$ cat src/rtl/iir_sample_uart_tx_if.sv
// Sample stream port between the IIR filter output and the UART streamer.
// The filter drives data/valid; the streamer answers with ready (FIFO not full).
interface iir_sample_uart_tx_if;
    logic [15:0] s_data;
    logic        s_valid;
    logic        s_ready;

    modport master (output s_data, output s_valid, input s_ready);
    modport slave  (input s_data, input s_valid, output s_ready);
endinterface

$ cat src/rtl/iir_sample_uart_tx.sv
// Buffers 16-bit filter samples in a FIFO and serializes each as UART 8N1 bytes, MSB byte first.
// Optional macro IIR_TX_FRAME_SYNC_EN prefixes every frame with the sync byte 0xA5.
module iir_sample_uart_tx #(
    parameter int CLK_DIV    = 868,
    parameter int FIFO_DEPTH = 8
) (
    input  logic                 clk,
    input  logic                 rst,
    iir_sample_uart_tx_if.slave  s,
    output logic                 tx,
    output logic                 busy,
    output logic                 overflow
);
    localparam int AW = $clog2(FIFO_DEPTH);
    localparam int PW = AW + 1;
    localparam int BW = $clog2(CLK_DIV);
    localparam logic [BW-1:0] BAUD_LAST = BW'(CLK_DIV - 1);
`ifdef IIR_TX_FRAME_SYNC_EN
    localparam int NUM_BYTES = 3;
    localparam int BYW       = 2;
`else
    localparam int NUM_BYTES = 2;
    localparam int BYW       = 1;
`endif
    localparam logic [BYW-1:0] LAST_BYTE = BYW'(NUM_BYTES - 1);

    typedef enum logic [1:0] {IDLE, START, DATA, STOP} state_t;

    logic [15:0]   mem [FIFO_DEPTH];
    logic [PW-1:0] wr_ptr, rd_ptr;
    logic          full, empty, push, pop;
    logic [15:0]   head;

    // Full when the low bits match but the wrap bits differ.
    assign full      = (wr_ptr[AW] != rd_ptr[AW]) && (wr_ptr[AW-1:0] == rd_ptr[AW-1:0]);
    assign empty     = (wr_ptr == rd_ptr);
    assign push      = s.s_valid && !full;
    assign s.s_ready = !full;
    assign head      = mem[rd_ptr[AW-1:0]];

    // NOTE: sample storage has no reset; the pointers alone decide which entries are valid.
    always_ff @(posedge clk) begin
        if (push) mem[wr_ptr[AW-1:0]] <= s.s_data;
    end

    // NOTE: state registers use non-blocking assignments so every flop samples pre-edge values.
    always_ff @(posedge clk) begin
        if (rst) begin
            wr_ptr   <= '0;
            rd_ptr   <= '0;
            overflow <= 1'b0;
        end else begin
            if (push) wr_ptr <= wr_ptr + PW'(1);
            if (pop)  rd_ptr <= rd_ptr + PW'(1);
            if (s.s_valid && full) overflow <= 1'b1;
        end
    end

    state_t         state_q, state_d;
    logic [BW-1:0]  baud_q, baud_d, baud_nxt;
    logic [2:0]     bit_q, bit_d;
    logic [BYW-1:0] byte_q, byte_d;
    logic [15:0]    sample_q, sample_d;
    logic           tx_q, tx_d;
    logic           baud_wrap;
    logic [7:0]     cur_byte;

    assign baud_wrap = (baud_q == BAUD_LAST);
    assign baud_nxt  = baud_wrap ? '0 : baud_q + BW'(1);

    always_comb begin
`ifdef IIR_TX_FRAME_SYNC_EN
        case (byte_q)
            2'd0:    cur_byte = 8'hA5;
            2'd1:    cur_byte = sample_q[15:8];
            default: cur_byte = sample_q[7:0];
        endcase
`else
        cur_byte = byte_q[0] ? sample_q[7:0] : sample_q[15:8];
`endif
    end

    always_ff @(posedge clk) begin
        if (rst) begin
            state_q  <= IDLE;
            baud_q   <= '0;
            bit_q    <= '0;
            byte_q   <= '0;
            sample_q <= '0;
            tx_q     <= 1'b1;
        end else begin
            state_q  <= state_d;
            baud_q   <= baud_d;
            bit_q    <= bit_d;
            byte_q   <= byte_d;
            sample_q <= sample_d;
            tx_q     <= tx_d;
        end
    end

    // NOTE: every output of this block gets a default first, so no path can infer a latch.
    always_comb begin
        state_d  = state_q;
        baud_d   = baud_q;
        bit_d    = bit_q;
        byte_d   = byte_q;
        sample_d = sample_q;
        tx_d     = tx_q;
        pop      = 1'b0;

        case (state_q)
            IDLE: begin
                baud_d = '0;
                tx_d   = 1'b1;
                if (!empty) begin
                    pop      = 1'b1;
                    sample_d = head;
                    byte_d   = '0;
                    state_d  = START;
                    tx_d     = 1'b0;
                end
            end
            START: begin
                baud_d = baud_nxt;
                if (baud_wrap) begin
                    state_d = DATA;
                    bit_d   = '0;
                    tx_d    = cur_byte[0];
                end
            end
            DATA: begin
                baud_d = baud_nxt;
                if (baud_wrap) begin
                    if (bit_q == 3'd7) begin
                        state_d = STOP;
                        tx_d    = 1'b1;
                    end else begin
                        bit_d = bit_q + 3'd1;
                        tx_d  = cur_byte[bit_d];
                    end
                end
            end
            STOP: begin
                baud_d = baud_nxt;
                if (baud_wrap) begin
                    if (byte_q != LAST_BYTE) begin
                        byte_d  = byte_q + BYW'(1);
                        state_d = START;
                        tx_d    = 1'b0;
                    end else if (!empty) begin
                        // Back-to-back frame: next sample starts with no idle bit.
                        pop      = 1'b1;
                        sample_d = head;
                        byte_d   = '0;
                        state_d  = START;
                        tx_d     = 1'b0;
                    end else begin
                        state_d = IDLE;
                        tx_d    = 1'b1;
                    end
                end
            end
            default: state_d = IDLE;
        endcase
    end

    assign tx   = tx_q;
    assign busy = (state_q != IDLE) || !empty;
endmodule

$ cat src/flat_wrapper.sv
// flat-port wrapper written by rule: the top's interface ports become plain ports
module iir_sample_uart_tx_flat 
#(
    parameter int CLK_DIV    = 868,
    parameter int FIFO_DEPTH = 8
)
  (clk, rst, tx, busy, overflow, s_s_data, s_s_valid, s_s_ready);
  iir_sample_uart_tx_if s_i ();
  input  logic clk;
  input  logic rst;
  output logic tx;
  output logic busy;
  output logic overflow;
  input wire logic [$bits(s_i.s_data)-1:0] s_s_data;
  input wire logic [$bits(s_i.s_valid)-1:0] s_s_valid;
  output wire logic [$bits(s_i.s_ready)-1:0] s_s_ready;
  assign s_i.s_data = s_s_data;
  assign s_i.s_valid = s_s_valid;
  assign s_s_ready = s_i.s_ready;
  iir_sample_uart_tx #(.CLK_DIV(CLK_DIV), .FIFO_DEPTH(FIFO_DEPTH)) u_core (.clk(clk), .rst(rst), .s(s_i), .tx(tx), .busy(busy), .overflow(overflow));
endmodule
$ cat config.mk
export PLATFORM = sky130hd
export DESIGN_NAME = iir_sample_uart_tx_flat
export DESIGN_NICKNAME = d
export VERILOG_FILES = /design/src/rtl/iir_sample_uart_tx_if.sv /design/src/rtl/iir_sample_uart_tx.sv /design/src/flat_wrapper.sv
export SDC_FILE = /design/constraint.sdc
export NUM_CORES = 1
export LEC_CHECK = 0
export BUFFER_PORTS_ARGS = -buffer_cell sky130_fd_sc_hd__buf_4
export CAP_MARGIN = 20
export CORE_MARGIN = 2
export CORE_UTILIZATION = 55
export DETAILED_ROUTE_END_ITERATION = 12
export GPL_TIMING_DRIVEN = 0
export PLACE_DENSITY = 0.75
export SLEW_MARGIN = 20
export SYNTH_ARGS = -nofsm -noshare
export SYNTH_HDL_FRONTEND = slang
export SYNTH_SLANG_ARGS = --single-unit
$ cat constraint.sdc
create_clock -name clk -period 2.73 [get_ports clk]
set_input_delay 0.546 -clock clk [delete_from_list [all_inputs] [get_ports clk]]
set_output_delay 0.546 -clock clk [all_outputs]
set_load 0.01 [all_outputs]
==> results.py, run 1 <==
metrics = {
    "run_status": {
        "status": "completed",
    },
    "timing": {
        "period_needed_ps": 2580,
        "fin_crit_sh_pct": 94.6,
        "rsz0062_at_grt": "no",
        "tightest_slew_ps": 843,
        "slew_headroom_pct": 43.8,
        "clock_skew_ps": 6.38,
        "timing.fmax_mhz": 387,
        "setup_viol": 0,
        "report.final.slew_viol_count": 0,
        "setup_ws_ps": 147,
        "hold_viol": 0,
    },
    "die": {
        "fp.dieW_um": 117,
        "start_util_pct": 56.0,
        "rows": 41,
        "pin_count": 23,
        "die_h_um": 117,
        "core_um2": 12600,
        "fp.dieArea_um2": 13700,
    },
    "placed_design": {
        "port_buffers": 21,
        "dp_cells": 623,
        "post-place-ws_ps": 158,
        "dp.final_hpwl_um": 8550,
        "gp_congestion": 0.790,
    },
    "global_routing": {
        "grt_antenna_before_repair": 0,
        "grt_overflow": 0,
        "grt_pass1_vias": 3766,
        "grt_pass1_wl_um": 20400,
        "grt_use_total_pct": 21.1,
        "grt_max_degree": 18,
    },
    "cts": {
        "postCtsSetupBuffers": 0,
        "path_clk_slew_ps": 70,
        "cts_made_buffers": 17,
        "cts_tree": "done",
        "cts_hold_buf": 0,
        "clk_latency_ps": 430,
        "clk_path_buf_depth": 2,
        "cts_root_buf": "clkbuf_16",
        "cts_htree_levels": 4,
        "ctsResizeCount": 0,
        "numClockSinks": 173,
    },
    "routing": {
        "drtAntennaViolNets": 0,
        "avgViaCountPerCell": 5.65,
        "wl_um": 12900,
        "drtPass1Iterations": 4,
        "drcViolationCount": 0,
        "wl_per_cell_um": 19.7,
        "drt_iter0_drc": 255,
        "num_vias": 3699,
    },
    "flow_run": {
        "maxCapViolations": 0,
    },
    "critical_path": {
        "critPathLaunchType": "flop",
        "slowest_delay_ps": 590,
        "reg2reg_depth": 6,
        "reg2reg_setup_slack_ps": 150,
        "cp_slowest_cell": "nor2_2",
        "worst_ep_arrival_time_ps": 2720,
        "crit_type": "flop to flop",
        "rr_endpoint": "u_core.mem[1][9]",
        "timing.rr.start": "u_core.wr_ptr[0]",
        "path_cells": "buf_2 -> xnor2_1 -> a41o_1 -> or2_2 -> nor2_2 -> buf_6",
        "crit_fanout": 9,
        "cp-end-kind": "flop",
        "worstPathRequired_ps": 2870,
    },
    "logic_synthesis": {
        "syn_area_um2": 7030,
        "synth.distinct_cells": 49,
        "synth-seq-cells": 173,
        "netlist_instances": 423,
        "yosys_warnings": 0,
        "ys_seq_area_share_pct": 67.5,
        "syn_area_per_cell_um2": 16.6,
        "synthArstFlopShare_pct": 0,
        "synth_edf_count": 128,
        "syn_nets": 452,
        "synth_ff_type": "edfxtp_1",
    },
    "power": {
        "p_leak_nw": 2.82,
        "power_density_nw_per_um2": 893,
        "p_total_mw": 7.29,
        "vdd_drop_max_mv": 0.590,
    },
    "finish": {
        "nets": 499,
        "final_cell_count_no_fill": 655,
        "area_growth_pct": 16.1,
        "layout_commonest_cell": "edfxtp_1",
        "layout-drive-gt1-share_pct": 28.0,
        "mostFrequentLayoutCells": "edfxtp_1, nor2_1, dfxtp_1, mux4_2, mux2i_1",
        "fin_util_pct": 65.0,
        "diodes": 0,
    },
    "min_path": {
        "worstHoldPathCells": 1,
        "min_to": "u_core.mem[7][12]",
        "timing.hold.worst.start": "s_s_data[12]",
        "min_path_type": "input port to flop",
    },
}
## how the worst max path moves through the flow
stage / startpoint / end / cells past startpoint
2_1_floorplan: u_core.wr_ptr[1] / u_core.mem[4][0] / 5
3_3_place_gp: u_core.wr_ptr[1] / u_core.mem[4][12] / 5
4_1_cts: u_core.wr_ptr[0] / u_core.mem[1][9] / 6
6_report: u_core.wr_ptr[0] / u_core.mem[1][9] / 6
5_1_grt: u_core.wr_ptr[0] / u_core.mem[1][9] / 6
3_5_place_dp: u_core.wr_ptr[0] / u_core.mem[1][9] / 6
## registers in the layout, indices dropped and copies added, names as in the netlist, named ones only
name             count
u_core.overflow      1
u_core.rd_ptr        4
u_core.bit_q         3
u_core.wr_ptr        4
u_core.sample_q     16
u_core.baud_q       10
u_core.tx            1
u_core.state_q       2
u_core.byte_q        1
u_core.mem         128
## kinds of logic after synthesis
family | after synthesis | share of synthesized area, %
AND/OR/NAND/NOR | 98 | 7.03
flip-flops | 173 | 67.5
buffers and inverters | 26 | 1.69
AO/OA/AOI/OAI | 22 | 2.56
multiplexers | 76 | 17.2
adder cells (fa/ha/maj) | 10 | 1.78
XOR/XNOR | 18 | 2.24
## final cells by class
class | instances | area [um^2]
fill | 890 | 4400
clock buffer | 17 | 425
inverter | 8 | 30.0
clock inverter | 15 | 205
tap | 172 | 215
multi-input combinational | 224 | 2210
sequential | 173 | 4740
buffer | 18 | 88.8
timing repair buffer | 28 | 244
## routing by layer
metal / GRT usage [%] / routed length (um) / vias to the layer above
met4: 9.57 / 412 / 0
met1: 26.9 / 5530 / 1870
met5: 0 / 0 / -
met2: 33.9 / 6500 / 78
li1: - / - / 1729
met3: 6.33 / 498 / 22
## synth_stat cells, types with 2 or more instances
library cell,count,share of area [%]
edfxtp_1,128,55
nor2_1,51,2.7
dfxtp_1,45,13
mux4_2,33,11
mux2i_1,24,3.4
mux2_2,18,2.9
clkbuf_1,10,0.53
ha_1,10,1.8
xnor2_1,9,1.1
xor2_1,9,1.1
inv_1,8,0.43
nand2_1,8,0.43
a21oi_1,7,0.50
nand3_1,6,0.43
buf_2,5,0.36
nand4_1,4,0.36
nor3_1,4,0.28
and2_1,3,0.27
and3_1,3,0.27
nand2b_1,3,0.27
or3_1,3,0.27
and4_1,2,0.25
buf_6,2,0.32
nor3b_1,2,0.21
o21ai_0,2,0.14
## power by group
group / internal (mW) / switching [mW] / leakage, nW / total (mW)
clock network: 1.47 / 1.05 / 0.310 / 2.52
registers: 3.03 / 0.113 / 1.53 / 3.14
logic: 0.783 / 0.841 / 0.982 / 1.62
## per-stage QoR
| stage | hold slack (ps) | setup TNS, ps | area [um^2] |
|---|---|---|---|
| floorplan | 430 | 0 | 7040 |
| global placement | 444 | -46160 | 7410 |
| detailed placement | 458 | 0 | 7530 |
| CTS | 319 | 0 | 8160 |
| global route | 324 | 0 | 8160 |
| finish | 338 | 0 | 8160 |
## worst max-delay path: cells and delay by family (launching register included)
family,cells,cell delay (ps)
compound gates,1,360
buf+inv,2,470
flops,1,330
simple gates,2,970
xor+xnor,1,150
(Power assumes the default switching activity.)
==> run 2, diff against run 1 <==
- CORE_UTILIZATION: 55 -> 51
- PLACE_DENSITY: 0.75 -> 0.7
==> run 2 against run 1 <==
  * Non-clock buffer count increased by 1
  * Largest power group unchanged
  * Wire length increased by 1.8%
  * Core utilization decreased by 4.1 points
  * Highest routed layer unchanged
  * Sequential share of layout area increased by 0.30 points
  * Critical path type unchanged
  * Count of clock-buffer cells in the layout unchanged
==> results.py, run 2 (synthesis results as in run 1) <==
metrics = {
    "run_status": {
        "status": "completed",
    },
    "finish": {
        "ff_latch_area_um2": 4740,
        "fin_util_pct": 60.8,
        "mostFrequentLayoutCells": "edfxtp_1, nor2_1, dfxtp_1, mux4_2, mux2i_1",
        "layout_commonest_cell": "edfxtp_1",
        "layout-drive-gt1-share_pct": 27.9,
        "stdcell_area_um2": 8120,
        "multiInputGateArea_um2": 2210,
        "diodes": 0,
        "nets": 500,
        "largest_reg_flops": 128,
        "fillers": 1001,
        "area_growth_pct": 15.5,
    },
    "cts": {
        "cts_made_buffers": 17,
        "cts_htree_levels": 4,
        "cts_root_buf": "clkbuf_16",
        "path_clk_slew_ps": 70,
        "cts_hold_buf": 0,
        "postCtsSetupBuffers": 0,
        "numClockSinks": 173,
        "ctsResizeCount": 0,
        "cts_tree": "done",
        "clk_path_buf_depth": 2,
        "clk_latency_ps": 430,
    },
    "global_routing": {
        "globalRoute.busiestLayer": "met2",
        "grt_pass1_wl_um": 20600,
        "grt_pass1_vias": 3686,
        "grt_max_degree": 19,
        "grt_use_met1_pct": 26.2,
        "grt_use_total_pct": 19.5,
        "grtUsageMet2_pct": 31.6,
        "grt_antenna_before_repair": 0,
        "met3_usage_pct": 4.98,
        "grt_overflow": 0,
    },
    "die": {
        "start_util_pct": 52.7,
        "fp.dieArea_um2": 14700,
        "die_h_um": 121,
        "fp.dieW_um": 121,
        "rows": 42,
        "pin_count": 23,
        "core_um2": 13300,
    },
    "min_path": {
        "min_path_type": "input port to flop",
    },
    "timing": {
        "hold_viol": 0,
        "slew_headroom_pct": 42.6,
        "tightest_slew_ps": 861,
        "tns_ps": 0,
        "timing.fmax_mhz": 395,
        "setup_viol": 0,
        "clock_skew_ps": 9.95,
        "period_needed_ps": 2530,
        "rsz0062_at_grt": "no",
        "report.final.slew_viol_count": 0,
        "fin_crit_sh_pct": 92.8,
        "whs_ps": 347,
    },
    "critical_path": {
        "critPathLaunchType": "flop",
        "cp_slowest_cell": "nor2_2",
        "crit_fanout": 10,
        "path_cells": "buf_2 -> xnor2_1 -> a41o_1 -> or2_2 -> nor2_2 -> buf_8",
        "worstPathRequired_ps": 2860,
        "crit_type": "flop to flop",
        "cp-end-kind": "flop",
        "slowest_delay_ps": 550,
        "worst_ep_arrival_time_ps": 2670,
    },
    "flow_run": {
        "maxCapViolations": 0,
    },
    "placed_design": {
        "gp_congestion": 0.791,
        "dpl_cell_area_um2": 7550,
        "port_buffers": 21,
        "dp.final_hpwl_um": 8690,
    },
    "routing": {
        "drcViolationCount": 0,
        "avgViaCountPerCell": 5.59,
        "drtAntennaViolNets": 0,
        "wl_per_cell_um": 19.9,
        "drt_iter0_drc": 322,
        "wl_um": 13200,
        "drtPass1Iterations": 4,
        "num_vias": 3690,
    },
    "power": {
        "p_leak_nw": 2.79,
        "vdd_drop_max_mv": 0.808,
        "power_density_nw_per_um2": 869,
    },
}
-- run 2: cell types whose count changed in the layout (fill, tap and decap cells not counted), sizes merged --
cell / before / now
bufinv: 3 / 0
inv: 14 / 17
clkinv: 6 / 4
clkinvlp: 0 / 2
buf: 36 / 37
-- run 2: report_power, final --
part	switching, mW	internal (mW)	total, mW	leakage (nW)
clock network	1.09	1.21	2.31	0.275
registers	0.109	3.03	3.14	1.53
logic	0.836	0.782	1.62	0.990
total	2.04	5.02	7.06	2.79
-- run 2: path summary, 6_finish.rpt --
path	from	depth (start not counted)	slack (ps)	end
setup reg to reg	u_core.wr_ptr[0]	6	200	u_core.mem[2][1]
hold / removal	s_s_data[13]	1	350	u_core.mem[5][13]
setup / recovery	u_core.wr_ptr[0]	6	200	u_core.mem[2][1]
hold reg to reg	u_core.baud_q[0]	1	470	u_core.baud_q[0]
-- run 2: cell type report --
| class | count | area share [%] |
|---|---|---|
| Timing Repair Buffer | 29 | 3.24 |
| Buffer | 18 | 1.09 |
| Inverter | 8 | 0.370 |
| Sequential cell | 173 | 58.4 |
| Tap cell | 176 | 2.71 |
| Clock inverter | 15 | 1.77 |
| Clock buffer | 17 | 5.24 |
| Multi-Input combinational cell | 224 | 27.2 |
-- run 2: critical path: cells and delay by family, from the launching register on --
family / cells / cell delay (ps)
buffers and inverters: 2 / 460
flip-flops: 1 / 330
AO/OA/AOI/OAI: 1 / 360
AND/OR/NAND/NOR: 2 / 930
XOR/XNOR: 1 / 160
-- run 2: routing by layer --
layer  vias up  share of wire, %
li1       1728                 -
met1      1865                44
met2        79                50
met3        18               4.7
met4         0               1.6
met5         -                 0
-- run 2: per-stage QoR --
stage          power [mW]  setup WS [ps]  std cells
6_report             7.06            196        660
3_5_place_dp         4.81            190        628
4_1_cts              7.11            187        660
2_1_floorplan        4.41            223        423
5_1_grt              7.39           60.7        660
3_3_place_gp         4.76           -971        620
==> run 3, diff against run 2 <==
- CORE_MARGIN: 2 -> 3
- CORE_UTILIZATION: 51 -> 50
- GPL_ROUTABILITY_DRIVEN: unset -> 0
- PLACE_DENSITY: 0.7 -> 0.69
==> run 3 against run 2 <==
  * Die area up 5.3%
  * First-iteration DRC count down 41%
  * Combinational power about the same
  * Non-clock buffer count down 1
  * Cell area up 0.66%
  * Register-to-register slack better by 70 ps
  * Hold slack better by 0.62 ps
  * Flip-flop and latch count unchanged
  * Via count down 1.5%
  * Critical path type unchanged
  * Largest power group unchanged
==> results.py, run 3 (synthesis results as in run 1) <==
metrics = {
    "min_path": {
        "min_path_type": "input port to flop",
    },
    "global_routing": {
        "grt_use_met1_pct": 23.5,
        "globalRoute.busiestLayer": "met2",
        "grt_overflow": 0,
        "grt_use_total_pct": 17.7,
        "met3_usage_pct": 4.76,
        "grtUsageMet2_pct": 28.6,
        "grt_pass1_wl_um": 20900,
        "grt_antenna_before_repair": 0,
        "grt_pass1_vias": 3795,
        "grt_max_degree": 18,
    },
    "power": {
        "power_density_nw_per_um2": 898,
        "sw_frac_of_total_pct": 26.9,
        "p_clk_share_pct": 35.2,
        "p_sw_mw": 1.97,
        "comb_power_share_pct": 22.0,
        "p_int_mw": 5.37,
        "p_leak_nw": 2.82,
        "vdd_drop_max_mv": 0.585,
        "p_seq_share_pct": 42.7,
    },
    "routing": {
        "drtPass1Iterations": 4,
        "wl_um": 13100,
        "drtAntennaViolNets": 0,
        "wl_per_cell_um": 19.9,
        "num_vias": 3634,
        "drcViolationCount": 0,
        "avgViaCountPerCell": 5.51,
        "drt_iter0_drc": 190,
    },
    "cts": {
        "postCtsSetupBuffers": 0,
        "cts_root_buf": "clkbuf_16",
        "clk_latency_ps": 430,
        "cts_htree_levels": 4,
        "path_clk_slew_ps": 70,
        "cts_hold_buf": 0,
        "cts_made_buffers": 17,
        "ctsResizeCount": 0,
        "cts_tree": "done",
        "numClockSinks": 173,
        "clk_path_buf_depth": 2,
    },
    "timing": {
        "slew_headroom_pct": 43.0,
        "clock_skew_ps": 21.8,
        "tightest_slew_ps": 855,
        "hold_viol": 0,
        "setup_viol": 0,
        "timing.fmax_mhz": 405,
        "report.final.slew_viol_count": 0,
        "period_needed_ps": 2470,
        "fin_crit_sh_pct": 90.4,
        "rsz0062_at_grt": "no",
    },
    "die": {
        "start_util_pct": 52.1,
        "pin_count": 23,
        "fp.dieArea_um2": 15500,
        "die_h_um": 125,
        "core_um2": 13500,
        "fp.dieW_um": 125,
        "rows": 42,
    },
    "placed_design": {
        "dp_cells": 627,
        "port_buffers": 21,
        "dp.final_hpwl_um": 8510,
        "dpl_cell_area_um2": 7540,
    },
    "finish": {
        "largest_reg_flops": 128,
        "diodes": 0,
        "multiInputGateArea_um2": 2210,
        "area_growth_pct": 16.2,
        "fillers": 1001,
        "nets": 499,
        "mostFrequentLayoutCells": "edfxtp_1, nor2_1, dfxtp_1, mux4_2, mux2i_1",
        "ff_latch_area_um2": 4740,
        "layout_commonest_cell": "edfxtp_1",
        "stdcell_area_um2": 8180,
        "layout-drive-gt1-share_pct": 27.7,
        "final_cell_count_no_fill": 659,
    },
    "critical_path": {
        "path_cells": "buf_2 -> xnor2_1 -> a41o_1 -> or2_2 -> nor2_2 -> buf_8",
        "crit_type": "flop to flop",
        "slowest_delay_ps": 460,
        "worstPathRequired_ps": 2860,
        "worst_ep_arrival_time_ps": 2600,
        "crit_fanout": 11,
        "cp-end-kind": "flop",
        "critPathLaunchType": "flop",
        "cp_slowest_cell": "nor2_2",
    },
    "run_status": {
        "status": "completed",
    },
    "flow_run": {
        "maxCapViolations": 0,
    },
}
## run 3: changes by cell type in the layout (fill, tap and decap cells not counted), sizes merged
cell      previous run  this run
clkbuf              27        28
inv                 17        14
bufinv               0         4
clkinvlp             2         1
clkinv               4         3
buf                 37        36
## run 3: stage by stage
step | power (mW) | utilization, % | setup slack (ps) | hold WS (ps) | setup TNS, ps
3_5_place_dp | 4.82 | 55.8 | 244 | 472 | 0
2_1_floorplan | 4.41 | - | 223 | 430 | 0
5_1_grt | 7.68 | 60.5 | 123 | 339 | 0
3_3_place_gp | 4.76 | 54.9 | -1040 | 444 | -51020
6_report | 7.34 | 60.5 | 262 | 348 | 0
4_1_cts | 7.41 | 60.5 | 218 | 332 | 0
## run 3: cell type report
type	count	share of cell area [%]
Tap cell	176	2.69
Sequential cell	173	58.0
Buffer	18	1.09
Timing Repair Buffer	28	3.03
Inverter	8	0.367
Clock inverter	14	2.49
Multi-Input combinational cell	224	27.0
Clock buffer	18	5.25
## run 3: critical path, delay by kind of cell, from the launching register on
| kind | cells | cell delay, ps |
|---|---|---|
| buffers and inverters | 2 | 460 |
| flip-flops | 1 | 330 |
| AO/OA/AOI/OAI | 1 | 370 |
| AND/OR/NAND/NOR | 2 | 840 |
| XOR/XNOR | 1 | 160 |
## run 3: worst paths after layout
check              startpoint           endpoint  slack [ps]  cells after the start
max          u_core.wr_ptr[0]  u_core.mem[3][10]         260                      6
min               s_s_data[3]   u_core.mem[3][3]         350                      1
max reg2reg  u_core.wr_ptr[0]  u_core.mem[3][10]         260                      6
min reg2reg  u_core.baud_q[0]   u_core.baud_q[0]         470                      1
## run 3: power by group through the flow
stage	clock network [mW]	logic, mW	registers, mW
6_report	2.59	1.62	3.14
5_1_grt	2.73	1.79	3.16
4_1_cts	2.63	1.64	3.14
3_5_place_dp	0	1.62	3.19
3_3_place_gp	0	1.57	3.19
2_1_floorplan	0	1.24	3.16
## run 3: per-layer routing
metal  share of wire (%)  vias up  wire, um
li1                    -     1726         -
met1                  45     1838      5910
met2                  50       55      6610
met3                 3.3       15       428
met4                 1.4        0       189
met5                   0        -         0
